--- config.mk ---
export PLATFORM = sky130hd
export DESIGN_NAME = reg_access_master
export DESIGN_NICKNAME = d
export VERILOG_FILES = /design/src/rtl/reg_access_master.sv
export SDC_FILE = /design/constraint.sdc
export NUM_CORES = 1
export LEC_CHECK = 0
export CAP_MARGIN = 25
export CELL_PAD_IN_SITES_DETAIL_PLACEMENT = 1
export CELL_PAD_IN_SITES_GLOBAL_PLACEMENT = 2
export CORE_UTILIZATION = 28
export CTS_CLUSTER_SIZE = 8
export DETAILED_ROUTE_END_ITERATION = 10
export PLACE_DENSITY_LB_ADDON = 0.1
export REMOVE_ABC_BUFFERS = 1
export SYNTH_ARGS = -nofsm -noshare
export SYNTH_HDL_FRONTEND = slang
export SYNTH_SLANG_ARGS = --single-unit
--- constraint.sdc ---
create_clock -name clk -period 2.1 [get_ports clk]
set_input_delay 0.42 -clock clk [delete_from_list [all_inputs] [get_ports clk]]
set_output_delay 0.42 -clock clk [all_outputs]
set_load 0.05 [all_outputs]
--- src/rtl/reg_access_master.sv ---
// reg_access_master: decodes byte-stream write/read frames into register-file
// strobes and returns read words as two bytes (low, high) over valid/ready.
module reg_access_master #(
    parameter int unsigned ADDR_WIDTH = 3,
    parameter int unsigned DATA_WIDTH = 16,
    parameter int unsigned RD_TIMEOUT = 4
) (
    input  logic                  clk,
    input  logic                  RST,
    input  logic [7:0]            rx_data,
    input  logic                  rx_valid,
    output logic                  WrEn,
    output logic                  RdEn,
    output logic [ADDR_WIDTH-1:0] Address,
    output logic [DATA_WIDTH-1:0] WrData,
    input  logic [DATA_WIDTH-1:0] RdData,
    input  logic                  RdData_Valid,
    output logic [7:0]            tx_data,
    output logic                  tx_valid,
    input  logic                  tx_ready,
    output logic                  busy
);

    localparam int unsigned CNT_W = $clog2(RD_TIMEOUT + 1);
    localparam logic [7:0]            CMD_WR       = 8'hAA;
    localparam logic [7:0]            CMD_RD       = 8'hBB;
    localparam logic [DATA_WIDTH-1:0] TIMEOUT_WORD = DATA_WIDTH'(16'hEEEE);
    localparam logic [CNT_W-1:0]      CNT_LAST     = CNT_W'(RD_TIMEOUT - 1);

    typedef enum logic [3:0] {
        IDLE, W_ADDR, W_LO, W_HI, W_EXEC, R_ADDR, R_EXEC, R_WAIT, TX_LO, TX_HI
    } state_t;

    state_t                state_q,    state_d;
    logic                  wr_en_q,    wr_en_d;
    logic                  rd_en_q,    rd_en_d;
    logic [ADDR_WIDTH-1:0] addr_q,     addr_d;
    logic [DATA_WIDTH-1:0] wdata_q,    wdata_d;
    logic [7:0]            tx_data_q,  tx_data_d;
    logic                  tx_valid_q, tx_valid_d;
    logic [CNT_W-1:0]      cnt_q,      cnt_d;
    logic [ADDR_WIDTH-1:0] frm_addr_q, frm_addr_d;
    logic [7:0]            frm_lo_q,   frm_lo_d;
    logic [DATA_WIDTH-1:0] rd_word_q,  rd_word_d;

    // Next-state and next-output logic; strobes default low, everything else holds.
    always_comb begin
        state_d    = state_q;
        wr_en_d    = 1'b0;
        rd_en_d    = 1'b0;
        addr_d     = addr_q;
        wdata_d    = wdata_q;
        tx_data_d  = tx_data_q;
        tx_valid_d = tx_valid_q;
        cnt_d      = cnt_q;
        frm_addr_d = frm_addr_q;
        frm_lo_d   = frm_lo_q;
        rd_word_d  = rd_word_q;

        case (state_q)
            IDLE: begin
                if (rx_valid) begin
                    if (rx_data == CMD_WR) begin
                        state_d = W_ADDR;
                    end else if (rx_data == CMD_RD) begin
                        state_d = R_ADDR;
                    end
                end
            end
            W_ADDR: begin
                if (rx_valid) begin
                    frm_addr_d = rx_data[ADDR_WIDTH-1:0];
                    state_d    = W_LO;
                end
            end
            W_LO: begin
                if (rx_valid) begin
                    frm_lo_d = rx_data;
                    state_d  = W_HI;
                end
            end
            W_HI: begin
                // Address/WrData change only when the strobe fires, so they
                // hold across aborted frames.
                if (rx_valid) begin
                    addr_d  = frm_addr_q;
                    wdata_d = {rx_data, frm_lo_q};
                    wr_en_d = 1'b1;
                    state_d = W_EXEC;
                end
            end
            W_EXEC: begin
                state_d = IDLE;
            end
            R_ADDR: begin
                if (rx_valid) begin
                    addr_d  = rx_data[ADDR_WIDTH-1:0];
                    rd_en_d = 1'b1;
                    state_d = R_EXEC;
                end
            end
            R_EXEC: begin
                cnt_d   = '0;
                state_d = R_WAIT;
            end
            R_WAIT: begin
                // Valid data wins over a timeout expiring in the same cycle.
                if (RdData_Valid) begin
                    rd_word_d  = RdData;
                    tx_data_d  = RdData[7:0];
                    tx_valid_d = 1'b1;
                    state_d    = TX_LO;
                end else if (cnt_q == CNT_LAST) begin
                    rd_word_d  = TIMEOUT_WORD;
                    tx_data_d  = TIMEOUT_WORD[7:0];
                    tx_valid_d = 1'b1;
                    state_d    = TX_LO;
                end else begin
                    cnt_d = cnt_q + CNT_W'(1);
                end
            end
            TX_LO: begin
                if (tx_valid_q && tx_ready) begin
                    tx_data_d = rd_word_q[DATA_WIDTH-1:8];
                    state_d   = TX_HI;
                end
            end
            TX_HI: begin
                if (tx_valid_q && tx_ready) begin
                    tx_valid_d = 1'b0;
                    state_d    = IDLE;
                end
            end
            default: begin
                state_d = IDLE;
            end
        endcase
    end

    // State and output registers with synchronous reset.
    always_ff @(posedge clk) begin
        if (RST) begin
            state_q    <= IDLE;
            wr_en_q    <= 1'b0;
            rd_en_q    <= 1'b0;
            addr_q     <= '0;
            wdata_q    <= '0;
            tx_data_q  <= '0;
            tx_valid_q <= 1'b0;
            cnt_q      <= '0;
            frm_addr_q <= '0;
            frm_lo_q   <= '0;
            rd_word_q  <= '0;
        end else begin
            state_q    <= state_d;
            wr_en_q    <= wr_en_d;
            rd_en_q    <= rd_en_d;
            addr_q     <= addr_d;
            wdata_q    <= wdata_d;
            tx_data_q  <= tx_data_d;
            tx_valid_q <= tx_valid_d;
            cnt_q      <= cnt_d;
            frm_addr_q <= frm_addr_d;
            frm_lo_q   <= frm_lo_d;
            rd_word_q  <= rd_word_d;
        end
    end

    assign WrEn     = wr_en_q;
    assign RdEn     = rd_en_q;
    assign Address  = addr_q;
    assign WrData   = wdata_q;
    assign tx_data  = tx_data_q;
    assign tx_valid = tx_valid_q;
    assign busy     = (state_q != IDLE);

endmodule

Word level (Yosys, flattened, before mapping):

Cells that the tools add are included.

* add/sub/neg operators: 1
* equality and inequality tests: 22
* mux-type cells: 29
* bitwise logic cells: 2
* reduce and logical (&&, ||, !) cells: 19

Operators with widths (number)
* 2-to-1 mux 4 bit: 11
* case mux 4 bit (9 select lines): 1
* 2-to-1 mux 16 bit: 2
* 2-to-1 mux 8 bit: 3
* != test 2 bit, second input constant: 9
* equality test 8 bit, second input constant: 2
* case mux 8 bit (2 select lines): 1
* equality test 4 x 3 -> 1 bit, second input constant: 3
* 2-to-1 mux 3 bit: 4
* case mux 3 bit (2 select lines): 2
* AND reduction 3 bit: 4
* nonzero test 2 bit: 5
* AND reduction 9 bit: 1
* equality test 4 x 2 -> 1 bit, second input constant: 2
* equality test 4 bit, second input constant: 2
* AND reduction 2 bit: 4
* != test 3 bit, second input constant: 2
* equality test 4 x 1 -> 1 bit, second input constant: 1
* zero test 4 bit: 1
* 2-to-1 mux 1 bit: 4
* nonzero test 4 bit: 1
* OR reduction 2 bit: 2
* adder 3 x 1 -> 3 bit, second input constant: 1
* equality test 3 x 2 -> 1 bit, second input constant: 1
* other kinds (3): 4

* flip-flop bits (word level): 64
* output and inout port bits: 31

Longest topological paths before layout:

* depth in word-level cells: 5
* depth in mapped cells: 7

Least setup slack after synthesis:

No wires, ideal clock.

* kind: flip-flop to flip-flop
* start point: register state_q[0]
* end point: register state_q[0]
* setup time: 131 ps
* data arrival time: 1728 ps
* slack: 241 ps
* stages on the path, launching flop included: 7
* clock period less this slack: 1859 ps
* path through: dfxtp_1 -> clkbuf_1 -> or4_1 -> a31oi_1 -> nor2_1 -> nand4_1 -> o21ai_1

* word-level cells in the longest chain between the ends: 3
* elaborated cells between the ends (all ways): 20

Ends and longest elaborated chain
* start, declared: line 34 `state_t state_q, state_d;`
* start signal, assigned: line 155 `state_q <= state_d;`
* equality test 4 x 3 -> 1 bit (tied with other cells): line 60 `case (state_q)`
* != test 3 bit (no source line) / != test 2 bit (equally long branches)
* AND reduction 9 bit (no source line)

Parallel ways exist; a longest one is shown, timed or not.
A chain may end at the register's enable or synchronous reset.

Worst setup path after layout:

* start point: register state_q[3]
* end point: output busy

* word-level cells in the longest chain between the ends: 1

Ends and longest elaborated chain
* nonzero test 4 bit: line 175 `assign busy = (state_q != IDLE);`
* end, declared: line 21 `output logic busy`

Every way passes these cells.

==> results.ini <==
[outcome]
status = completed

[power_and_ir_drop]
leakage_nw = 1.23
pwr-share-seq_pct = 47.8
total_power_mw = 2.37
power_density_nw_per_um2 = 723
combPwrFrac_pct = 21.9
ir_drop_mv = 0.232
switching_share_pct = 28.8
p_sw_uw = 681
p_int_mw = 1.68
pwr-share-clk_pct = 30.3

[setup_path]
setup.worst_path.class = register to primary output
worst_ep_arrival_time_ns = 1.57
crit_fanout = 8
required_ns = 1.68
worst_setup_path_start_kind = register
r2r_setup_slack_ns = 0.26
end_kind = primary output

[sta]
hold_viol_final = 0
fin_ws_ns = 0.109
rsz0062_at_grt = false
min_period_ns = 1.99
finalMaxSlewViolations = 0
fin_crit_sh_pct = 94.8
fin_skew_ns = 0.00467
maxSlewHeadroom_pct = 64.8
setup_viol = 0
totalNegativeSetupSlack_ns = 0
timing.fmax_ghz = 0.502
worstMarginPinSlew_ns = 0.526

[yosys]
synth_seq_area_share_pct = 47.4
synthArstFlopShare_pct = 0
synth-seq-cells = 56
synth-main-ff-cell = dfxtp_1
synth_area_um2 = 2370
synth_cell_types = 39
syn_inst = 277
postSynthAreaPerCell_um2 = 8.55
synth_edf_count = 0
ys.warnings.count = 0

[detailed_routing]
final_antenna_net_count = 0
routedWlPerCell_um = 14.7
vias = 2143
firstDrtPassIters = 4
drtIter0Drc = 54
wirelength_um = 6600
drc_errors = 0
via_per_inst = 4.76

[flow_run]
drv_cap = 0

[die]
rows = 33
die_h_um = 94.0
num_io_pins = 60
dieArea_um2 = 8830
core_um2 = 8220
die_w_um = 94.0
initial_core_util_pct = 28.8

[place]
hpwl_um = 4830
place_ws_ns = 0.0952
port_buffers = 59
placed_cells = 442
gp_congestion = 0.727

[clocking]
numCtsBuffers = 5
h-tree-depth = 2
cts_tree = done
cts_sinks = 56
post-cts-setup-buffer-count = 0
clock_latency_ns = 0.31
clkTransAtPathRegs_ns = 0.10
cts-hold-fix-buffers = 0
clk_path_buf_depth = 2
cts_root_buf = clkbuf_8

[cells_and_area]
final_common_cell = clkdlybuf4s50_1
layout.cells.non_filler = 450
antenna_cells = 0
fillers = 978
multi_input_area_um2 = 1140
nets = 375
area_growth_pct = 38.3
seq_area_um2 = 1120
layout_common_cells = 57 x clkdlybuf4s50_1, 54 x dfxtp_1, 47 x nor2_1
layout-drive-gt1-share_pct = 10.7

[global_routing]
grt-ovfl-total = 0
grt_pass1_wl_um = 10900
grt_pass1_vias = 2171
grt_usage_pct = 16.2
grt_max_degree = 29
antenna_found_initial = 0

[worst_hold_path]
hold_path.class = register to register

## critical path: stages (launching register included)
cell and delay, ns:
dfxtp_2 0.37, buf_4 0.16, or4_4 0.55, buf_6 0.17
## cells by family after synthesis
logic type / Yosys count / synth area share (%)
AOI/OAI and AO/OA: 54 / 14.7
xor gates and xnor gates: 3 / 1.11
adders and majority gates: 2 / 1.06
buffers and inverters: 25 / 4.49
DFF: 56 / 47.4
muxes: 21 / 8.88
and+or+nand+nor: 116 / 22.4
## power groups by stage
stage                     clock, mW  combinational (mW)  sequential, mW
after detailed placement          0               0.492            1.15
final                         0.718               0.518            1.13
after floorplan                   0               0.243            1.17
after global routing          0.792               0.566            1.14
after CTS                     0.753               0.497            1.13
after global placement            0               0.484            1.15
## through the flow
stage | hold slack [ns] | area (um2) | util (%)
global route | 0.482 | 3270 | 39.9
detailed placement | 0.450 | 3160 | 38.4
global placement | 0.445 | 3160 | 38.4
CTS | 0.465 | 3270 | 39.7
finish | 0.460 | 3270 | 39.9
floorplan | 0.425 | 2290 | -
## Yosys cell counts, types with 2 or more instances
master | count | area, um2
a31oi_1 | 7 | 43.8
mux2i_1 | 21 | 210
buf_2 | 4 | 20.0
nor2_1 | 47 | 176
o22ai_1 | 6 | 37.5
nor2b_1 | 3 | 18.8
a32oi_1 | 2 | 17.5
xor2_1 | 2 | 17.5
and3b_1 | 2 | 17.5
and3_1 | 3 | 18.8
dfxtp_1 | 56 | 1120
ha_1 | 2 | 25.0
clkbuf_1 | 13 | 48.8
and4b_1 | 2 | 20.0
nor2_2 | 2 | 12.5
nor3_1 | 4 | 20.0
a21oi_1 | 22 | 110
nand4b_1 | 2 | 17.5
nand2_1 | 39 | 146
o21ai_1 | 5 | 25.0
nand2b_1 | 5 | 31.3
inv_1 | 7 | 26.3
a211oi_1 | 4 | 30.0
a211oi_2 | 2 | 25.0
## layout make-up
type	count	area share, %
Tap cell	105	4.01
Timing Repair Buffer	78	22.7
Multi-Input combinational cell	196	34.9
Sequential cell	56	34.3
Clock buffer	6	2.22
Inverter	7	0.802
Clock inverter	2	1.07
## state kept, by name (all words and copies together) (netlist names)
name        flops
Address         3
RdEn            1
WrData         16
WrEn            1
cnt_q           3
frm_addr_q      3
frm_lo_q        8
rd_word_q       8
state_q         4
tx_data         8
tx_valid        1
## path summary, 6_finish.rpt
check	start	end	depth (start not counted)
max	state_q[3]	busy	3
min	WrData[15]	WrData[15]	2
max reg2reg	state_q[2]	tx_data[5]	5
min reg2reg	WrData[15]	WrData[15]	2
## routing by layer
metal,routed length [um],up-vias,global-route usage (%),share of wire [%]
met2,3010,38,25.2,46
li1,-,1079,-,-
met4,37,0,5.13,0.56
met1,3280,1020,22.2,50
met5,0,-,0,0
met3,281,6,3.40,4.3
## repair_timing
action | 4_1_cts | 5_1_grt
gates resized for setup | 1 | 3
endpoints found under the setup margin | 1 | 1
endpoints found under the hold margin | 0 | 0
Note: power is estimated with default switching activity, not from simulation.
